### src/rtl/seq10010_tx.sv
// Serial frame transmitter: 10010 sync header, payload MSB first, then GAP zero guard bits.
// One bit per clock on a registered `seq`; accepts a new word only from IDLE.
module seq10010_tx #(
   parameter int DATA_W = 8,
   parameter int GAP    = 2
) (
   input  logic              clk,
   input  logic              rst,
   input  logic [DATA_W-1:0] data_in,
   input  logic              load,
   output logic              ready,
   output logic              seq,
   output logic              busy,
   output logic              frame_done
);

   localparam int MAXB = (DATA_W > GAP) ? ((DATA_W > 5) ? DATA_W : 5)
                                        : ((GAP > 5) ? GAP : 5);
   localparam int CW = $clog2(MAXB) + 1;
   localparam logic [CW-1:0] HDR_LD = CW'(4);
   localparam logic [CW-1:0] DAT_LD = CW'(DATA_W - 1);
   localparam logic [CW-1:0] GAP_LD = (GAP > 0) ? CW'(GAP - 1) : '0;
   // Header 10010 with bit 4 already consumed on the accept edge.
   localparam logic [4:0]    HDR_REST = 5'b00100;

   typedef enum logic [1:0] {
      S_IDLE = 2'd0,
      S_HDR  = 2'd1,
      S_DATA = 2'd2,
      S_GAP  = 2'd3
   } state_t;

   state_t            state_q, state_d;
   logic [DATA_W-1:0] shift_q, shift_d;
   logic [4:0]        hdr_q, hdr_d;
   logic [CW-1:0]     cnt_q, cnt_d;
   logic              seq_q, seq_d;
   logic              done_q, done_d;

   always_ff @(posedge clk or posedge rst) begin
      if (rst) begin
         state_q <= S_IDLE;
         shift_q <= '0;
         hdr_q   <= '0;
         cnt_q   <= '0;
         seq_q   <= 1'b0;
         done_q  <= 1'b0;
      end else begin
         state_q <= state_d;
         shift_q <= shift_d;
         hdr_q   <= hdr_d;
         cnt_q   <= cnt_d;
         seq_q   <= seq_d;
         done_q  <= done_d;
      end
   end

   // cnt_q holds the number of bits still to follow in the current state.
   always_comb begin
      state_d = state_q;
      shift_d = shift_q;
      hdr_d   = hdr_q;
      cnt_d   = cnt_q;
      seq_d   = 1'b0;
      done_d  = 1'b0;
      case (state_q)
         S_IDLE: begin
            if (load) begin
               state_d = S_HDR;
               shift_d = data_in;
               hdr_d   = HDR_REST;
               cnt_d   = HDR_LD;
               seq_d   = 1'b1;
            end
         end
         S_HDR: begin
            if (cnt_q == '0) begin
               state_d = S_DATA;
               seq_d   = shift_q[DATA_W-1];
               shift_d = shift_q << 1;
               cnt_d   = DAT_LD;
            end else begin
               seq_d = hdr_q[4];
               hdr_d = hdr_q << 1;
               cnt_d = cnt_q - 1'b1;
            end
         end
         S_DATA: begin
            if (cnt_q == '0) begin
               if (GAP > 0) begin
                  state_d = S_GAP;
                  cnt_d   = GAP_LD;
               end else begin
                  state_d = S_IDLE;
                  cnt_d   = '0;
                  done_d  = 1'b1;
               end
            end else begin
               seq_d   = shift_q[DATA_W-1];
               shift_d = shift_q << 1;
               cnt_d   = cnt_q - 1'b1;
            end
         end
         S_GAP: begin
            if (cnt_q == '0) begin
               state_d = S_IDLE;
               done_d  = 1'b1;
            end else begin
               cnt_d = cnt_q - 1'b1;
            end
         end
         default: begin
            state_d = S_IDLE;
            cnt_d   = '0;
         end
      endcase
   end

   assign ready      = (state_q == S_IDLE);
   assign busy       = (state_q == S_HDR) || (state_q == S_DATA) || (state_q == S_GAP);
   assign seq        = seq_q;
   assign frame_done = done_q;

endmodule

### config.mk
export PLATFORM = sky130hd
export DESIGN_NAME = seq10010_tx
export DESIGN_NICKNAME = d
export VERILOG_FILES = /design/src/rtl/seq10010_tx.sv
export SDC_FILE = /design/constraint.sdc
export NUM_CORES = 1
export LEC_CHECK = 0
export CAP_MARGIN = 20
export CORE_MARGIN = 1
export CORE_UTILIZATION = 57
export DETAILED_ROUTE_END_ITERATION = 7
export GPL_TIMING_DRIVEN = 0
export PLACE_DENSITY = 0.85
export RECOVER_POWER = 25
export SYNTH_ARGS = -nofsm -noshare
export SYNTH_HDL_FRONTEND = slang
export SYNTH_SLANG_ARGS = --single-unit
export TNS_END_PERCENT = 100
### constraint.sdc
create_clock -name clk -period 3.45 [get_ports clk]
set_clock_uncertainty 0.1 [all_clocks]
set_input_delay 0.69 -clock clk [delete_from_list [all_inputs] [get_ports clk]]
set_output_delay 0.69 -clock clk [all_outputs]
set_load 0.01 [all_outputs]
; ---- After elaboration in Yosys (flattened, before gate mapping)
; Cells that the tools add are included.
[word_totals]
inputBits = 11
register_bits = 21
elab_cells = 50
[op_classes]
n_mux = 23
reduce_logical = 10
add_sub_neg = 1
n_eq_ne = 10
[op_table]
columns = cell, n
row1 = 8-bit two-way mux, 3
row2 = 8-bit case mux with 3 select lines, 1
row3 = 4-bit two-way mux, 4
row4 = 4-bit case mux with 4 select lines, 1
row5 = 2-bit != test (second input constant), 7
row6 = 5-bit two-way mux, 2
row7 = 5-bit case mux with 2 select lines, 1
row8 = 2-bit two-way mux, 4
row9 = 2-bit case mux with 4 select lines, 1
row10 = 4-bit AND reduction, 2
row11 = 1-bit two-way mux, 5
row12 = 2-bit equality test (second input constant), 2
row13 = 4-bit zero test, 1
row14 = 4-bit by 1-bit subtractor with 4-bit output (second input constant), 1
row15 = 1-bit case mux with 3 select lines, 1
row16 = 3-bit AND reduction, 1
row17 = 3-bit nonzero test, 1
row18 = 2-bit by 1-bit equality test with 1-bit output (second input constant), 1
row19 = 2-bit zero test, 1
row20 = 1-bit logical OR, 2
row21 = 2-bit AND reduction, 1
row22 = 2-bit nonzero test, 1

; ---- Depth between registers and ports, before layout
; Gate-level depths: netlist of the first run.
[depth]
depth_word = 3
depth_mapped = 8
mapped_depth_nobuf = 6

; ---- Least setup slack after synthesis of the first run
; OpenSTA, ideal clock, no wires.
[synth_timing]
path_type = register to register
start = register cnt_q[0]
end = register shift_q[1]
t_arrival_ns = 1.924
stages_incl_launch_ff = 9
synth_period_minus_slack_ns = 2.097
setup_time_ns = 0.073
slack_ns = 1.353
t_required_ns = 3.277
n_path_buf = 2
path_cell_list = dfrtp_1 inv_1 ha_1 or3b_1 buf_6 a2111oi_4 buf_6 nor2_1 a21oi_2
[synth_between]
elab_chain_len = 3
[synth_lines]
columns = element, line_no
row1 = "start, declared", 36  ; logic [CW-1:0] cnt_q, cnt_d;
row2 = "start signal, assigned", 52  ; cnt_q <= cnt_d;
row3 = 4-bit zero test *, "77, 89"
row4 = 2-bit != test (no source line), n/a
row5 = 4-bit AND reduction (no source line) *, n/a
row6 = "end signal, assigned", 50  ; shift_q <= shift_d;
row7 = "end, declared", 34  ; logic [DATA_W-1:0] shift_q, shift_d;
; Mark *: on every way between the ends. The rest lies on a longest branch, timed or not.
; A chain may end at the register's enable or synchronous reset.

; ---- Final worst setup path of the first run
[layout_timing]
start = register state_q[0]
end = output busy
[layout_between]
elab_chain_len = 3
[layout_lines]
columns = element, line_no
row1 = "start, declared", 33  ; state_t state_q, state_d;
row2 = "start signal, assigned", 49  ; state_q <= state_d;
row3 = 2-bit by 1-bit equality test with 1-bit output or 2-bit equality test (tied branches), 120  ; assign busy = (state_q == S_HDR) || (state_q == S_DATA) || (state_q == S_GAP);
row4 = 1-bit logical OR, 120
row5 = 1-bit logical OR *, 120
row6 = "end, declared", 13  ; output logic busy,
; Marked as above.

==> impl_metrics.tcl, run 1 <==
set metrics [dict create \
    status "complete, no violations" \
    initial_utilization_pct 62.4 \
    switchingPower_uw 613 \
    antenna_found_initial 0 \
    overflow 0 \
    synth_nets 128 \
    dieArea_sq_um 2130 \
    required_ns 2.66 \
    crit_type "reg2out" \
    clock_latency_ns 0.30 \
    synth.avg_cell_area_sq_um 10.0 \
    drt_iter0_drc 16 \
    ys_seq_elements 19 \
    coreArea_sq_um 1780 \
    die-width_microns 46.2 \
    grt_pass1_vias 841 \
    synthesis.area_sq_um 1110 \
    wirelength_microns 2120 \
    cts_setup_buffers 0 \
    ctsLongestPathBuffers 2 \
    arrival_ns 1.58 \
    timing.final.ws_setup_ns 1.08 \
    cts_buffers 3 \
    min_period_over_period_pct 68.8 \
    fp.dieH_microns 46.2 \
    avgViaCountPerCell 5.68 \
    cts_tree "built" \
    synth_seq_area_share_pct 42.7 \
    clockRootBuffer "clkbuf_4" \
    power_density_nw_per_um2 1080 \
    cts.clk_slew.worst_paths_ns 0.10 \
    hold_path_class "reg2reg" \
    cp_max_fo 4 \
    endpoint_kind "output pin" \
    drv_cap 0 \
    seqPwrFrac_pct 29.3 \
    layout_commonest_cell "dfrtp_1" \
    diodes 0 \
    ys.warnings.count 0 \
    drive_above_1_share_pct 13.2 \
    timing_hold_violations_final 0 \
    cts_resized 0 \
    leakage_uw 0.000584 \
    wire_per_inst_microns 13.8 \
    vias 875 \
    ys_types 36 \
    ios 15 \
    synthTopCellsByArea "dfrtp_1 (43%), ha_1 (6.7%), mux2i_1 (6.3%), a21oi_1 (4.5%), nor2_1 (4.0%)" \
    num_rows 15 \
    mostFrequentLayoutCells "dfrtp_1 (19), clkdlybuf4s50_1 (13), nor2_1 (12)" \
    ir_drop_mv 0.657 \
    drv_slew 0 \
    clkPwrFrac_pct 7.9 \
    preCtsSetupSlack_ns 0.904 \
    gp_congestion 0.800 \
    max_freq_ghz 0.421 \
    grt_usage_pct 22.6 \
    dr.pass1.iters 4 \
    switching_share_pct 43.3 \
    grt_pass1_wl_microns 3480 \
    ctsHoldBuffers 0 \
    synth_top_cell_by_area "dfrtp_1" \
    cts.sinks 19 \
    yosys.area.top_type_share_pct 42.7 \
    start_kind "register" \
    combPwrFrac_pct 62.8 \
    grt_max_degree 20 \
    setup_viol 0 \
    fin_tns_setup_ns 0 \
    antenna_left 0 \
    fin_crit_ns 2.37 \
    dp.final_hpwl_microns 1580 \
    synth_cells 111 \
    internal_power_uw 804 \
    timing.slew.headroom_pct 50.8 \
    h-tree-depth 1 \
    nNetsFinal 147 \
    max_slew.worst_pin.slew_ns 0.736 \
    area_growth_pct 17.9 \
    io_buffer_count 14 \
    rsz0062_at_grt "no" \
    drc_errors 0 \
]
## synth_stat cells
master	n
dfrtp_1	19
nor2_1	12
a21oi_1	10
nand2_1	8
inv_1	7
mux2i_1	7
ha_1	6
o21ai_0	5
nand3_1	4
a21oi_2	2
a221o_1	2
buf_6	2
clkbuf_1	2
nand2b_1	2
nor3_1	2
a2111oi_0	1
a2111oi_4	1
a211o_2	1
a21bo_2	1
a21o_1	1
a21o_2	1
a22o_1	1
a32o_1	1
a32oi_1	1
and2_1	1
and4bb_2	1
buf_1	1
mux2_2	1
nand3b_1	1
nor2b_1	1
nor3b_2	1
o21ba_2	1
o31ai_1	1
o32a_1	1
or3b_1	1
or4_2	1
## routing by layer
| layer | vias up | global-route usage [%] | share of wire, % |
|---|---|---|---|
| met4 | 0 | 7.06 | 0.99 |
| met3 | 4 | 2.35 | 2.7 |
| met5 | - | 0 | 0 |
| met1 | 425 | 27.7 | 44 |
| li1 | 429 | - | - |
| met2 | 17 | 40.8 | 52 |
## critical path: stages, from the launching register on
cell             delay (ns)
dfrtp_1                0.42
inv_1                  0.10
ha_1                   0.20
inv_1                  0.05
clkdlybuf4s50_1        0.52
## registers in the layout (all words and copies together) (netlist names)
| signal | flops |
|---|---|
| shift_q | 8 |
| seq | 1 |
| state_q | 2 |
| frame_done | 1 |
| cnt_q | 4 |
| hdr_q | 3 |
## stage by stage
stage | hold WS [ns] | instance area (sq um) | instances | utilization [%] | power (uW)
3_3_place_gp | 0.403 | 1280 | 150 | 72.0 | 1270
3_5_place_dp | 0.412 | 1280 | 150 | 72.0 | 1310
2_1_floorplan | 0.386 | 1110 | 111 | - | 1110
6_report | 0.435 | 1310 | 154 | 73.5 | 1420
5_1_grt | 0.469 | 1310 | 154 | 73.5 | 1540
4_1_cts | 0.438 | 1310 | 154 | 73.5 | 1420
## power groups by stage
stage | sequential, uW | clock (uW) | combinational [uW]
2_1_floorplan | 400 | 0 | 707
3_3_place_gp | 409 | 0 | 857
3_5_place_dp | 417 | 0 | 898
4_1_cts | 412 | 113 | 899
5_1_grt | 425 | 121 | 992
6_report | 415 | 112 | 890
## final cells by class
class,instances,area [sq um]
Timing Repair Buffer,14,140
Buffer,5,33.8
Tap cell,25,31.3
Multi-Input combinational cell,80,577
Clock buffer,3,22.5
Inverter,7,26.3
Sequential cell,19,475
Fill cell,146,472
Clock inverter,1,5.00
## cells by family after synthesis
logic type / after synthesis / share of synthesized area, %
flops: 19 / 42.7
simple gates: 35 / 16.2
buf+inv: 12 / 5.40
fa+ha+maj: 6 / 6.75
compound gates: 31 / 21.6
mux: 8 / 7.31
## worst paths after layout
check / start / to / slack (ns) / depth (start not counted)
worst max register to register: cnt_q[0] / shift_q[2] / 1.13 / 8
worst min register to register: shift_q[2] / shift_q[2] / 0.43 / 2
min in group asynchronous: rst / cnt_q[2] / 0.84 / 2
worst max-delay path: state_q[0] / busy / 1.08 / 4
worst min-delay path: shift_q[2] / shift_q[2] / 0.43 / 2
max in group asynchronous: rst / hdr_q[2] / 1.94 / 2
Power figures use the tool's default switching activity.
==> inputs of run 2 (changes only) <==
- CORE_UTILIZATION: 57 -> 53
- PLACE_DENSITY: 0.85 -> 0.8
- clock period: 3.45 -> 2.4 ns (I/O delays scaled with it)
==> run 2 against run 1 <==
Non-clock buffer count grew 2. Register-to-register slack lost 0.90 ns. Largest power group unchanged. Largest cell class unchanged. First-iteration DRC count shrank 38%. Critical path type unchanged.
==> impl_metrics.tcl, run 2 (synthesized netlist as in run 1, its figures left out) <==
set metrics [dict create \
    fin_crit_ns 2.17 \
    gp_congestion 0.822 \
    multiInputGateArea_sq_um 577 \
    dp.final_hpwl_microns 1520 \
    wl_met2_microns 1040 \
    cp_max_fo 4 \
    largest_registers "shift_q (8), cnt_q (4), hdr_q (3)" \
    drc_errors 0 \
    cp_cell_sequence "inv_1 > ha_1 > clkdlybuf4s50_1" \
    die-width_microns 47.8 \
    num_rows 16 \
    fillers 168 \
    fin_tns_setup_ns 0 \
    grt_pass1_wl_microns 3100 \
    power_density_nw_per_um2 1550 \
    ir_drop_mv 1.05 \
    crit_family "buffers and inverters" \
    drv_slew 0 \
    timing_hold_violations_final 0 \
    initial_utilization_pct 56.7 \
    status "complete, no violations" \
    grt_max_degree 20 \
    reg2regPathDepth 8 \
    routed.top_layer "met4" \
    grt_pass1_vias 780 \
    cts.clk_slew.worst_paths_ns 0.12 \
    register_area_sq_um 475 \
    hold_path_depth 2 \
    wire_per_inst_microns 12.8 \
    leakage_uw 0.000594 \
    fin_area_sq_um 1330 \
    cts_resized 0 \
    placed_cell_area_sq_um 1290 \
    wirelength_microns 2020 \
    clockRootBuffer "clkbuf_4" \
    cts.sinks 19 \
    diodes 0 \
    worst-path-stages 3 \
    required_ns 1.82 \
    ios 15 \
    antenna_left 0 \
    timing.final.ws_setup_ns 0.230 \
    max_freq_ghz 0.461 \
    drt_iter0_drc 10 \
    cp_slowest_cell "clkdlybuf4s50_1" \
    cts_buffers 3 \
    preCtsSetupSlack_ns 0.0611 \
    layout_commonest_cell "dfrtp_1" \
    coreArea_sq_um 1960 \
    vias 881 \
    antenna_found_initial 0 \
    critPathMaxStageDelay_ns 0.55 \
    min_period_over_period_pct 90.4 \
    top_register "shift_q" \
    dieArea_sq_um 2290 \
    setup_viol 0 \
    largest_reg_flops 8 \
    avgViaCountPerCell 5.58 \
    rsz0062_at_grt "no" \
    arrival_ns 1.59 \
    io_buffer_count 14 \
    area_growth_pct 19.5 \
    worst-path-buf-inv 2 \
    fp.dieH_microns 47.8 \
    crit_type "reg2out" \
    max_slew.worst_pin.slew_ns 0.738 \
    cts_tree "built" \
    start_kind "register" \
    h-tree-depth 1 \
    clock_latency_ns 0.30 \
    drv_cap 0 \
    nNetsFinal 149 \
    hold_path_class "reg2reg" \
    ctsLongestPathBuffers 2 \
    timing.slew.headroom_pct 50.8 \
    wl_met3_microns 46 \
    endpoint_kind "output pin" \
    dr.pass1.iters 4 \
    drt-met1-wl_microns 920 \
    drive_above_1_share_pct 14.5 \
    grt_usage_pct 19.5 \
    mostFrequentLayoutCells "dfrtp_1 (19), clkdlybuf4s50_1 (13), nor2_1 (12)" \
    overflow 0 \
]
==> run 2: cell types whose count changed in the layout (fill, tap and decap cells not counted) <==
cell	change
buf_4	+2
==> run 2: timing repair <==
action,in CTS,in global routing
buffers inserted,0,2
hold buffers,0,0
setup endpoints to repair,0,8
==> run 2: metrics by stage <==
stage          hold WS (ns)  utilization, %  power (uW)  instances
6_report              0.441            67.7        2070        158
5_1_grt               0.470            67.7        2240        158
4_1_cts               0.440            67.0        2030        156
3_5_place_dp          0.415            65.6        1870        152
3_3_place_gp          0.399            65.6        1820        152
2_1_floorplan         0.331               -        1590        111
==> run 2: cell type report <==
type	instances	area share (%)
Clock buffer	3	1.69
Tap cell	27	2.54
Buffer	5	2.54
Inverter	7	1.98
Clock inverter	1	0.377
Sequential cell	19	35.8
Multi-Input combinational cell	80	43.4
Timing Repair Buffer	16	11.7
==> run 2: power by group <==
| group | switching [uW] | leakage, uW | internal [uW] |
|---|---|---|---|
| registers | 114 | 0.000227 | 477 |
| clock network | 101 | 0.0000177 | 62.0 |
| logic | 654 | 0.000349 | 658 |
==> run 2: worst register-to-register path, stage by stage, from the launching register on <==
cell and delay [ns]:
dfrtp_1 0.44, inv_1 0.07, ha_1 0.21, or3b_1 0.37, buf_6 0.15, a2111oi_4 0.38
buf_6 0.20, nor2_1 0.06, a21oi_2 0.11
==> run 2: final timing paths <==
check,from,endpoint,slack (ns)
setup reg to reg,cnt_q[0],shift_q[1],0.23
setup / recovery,state_q[0],ready,0.23
min in group asynchronous,rst,shift_q[7],0.63
max in group asynchronous,rst,state_q[0],1.09
hold reg to reg,shift_q[7],shift_q[7],0.44
hold / removal,shift_q[7],shift_q[7],0.44
==> run 2: routing by layer <==
layer	GRT usage [%]	vias up
li1	-	436
met1	23.6	429
met2	34.9	14
met3	2.26	2
met4	8.33	0
met5	0	-
==> inputs of run 3 (changes only) <==
- CORE_UTILIZATION: 53 -> 57
- PLACE_DENSITY: 0.8 -> 0.85
- clock period: 2.4 -> 2.5 ns (I/O delays scaled with it)
==> results of run 3 <==
The final DEF is identical to that of run 1. Status: complete, no violations.
Main changes from that run: setup slack after placement 0.904 ns -> 0.144 ns; clock-pin slew on the worst setup and hold paths 0.10 ns -> 0.11 ns; setup slack after layout 1.08 ns -> 0.176 ns; start point of the critical path state_q[0] -> cnt_q[0]; end point of the critical path busy -> shift_q[2]; register-to-register setup slack 1.13 ns -> 0.18 ns; total power 1420 uW -> 1960 uW; worst IR drop on VDD 0.657 mV -> 0.907 mV
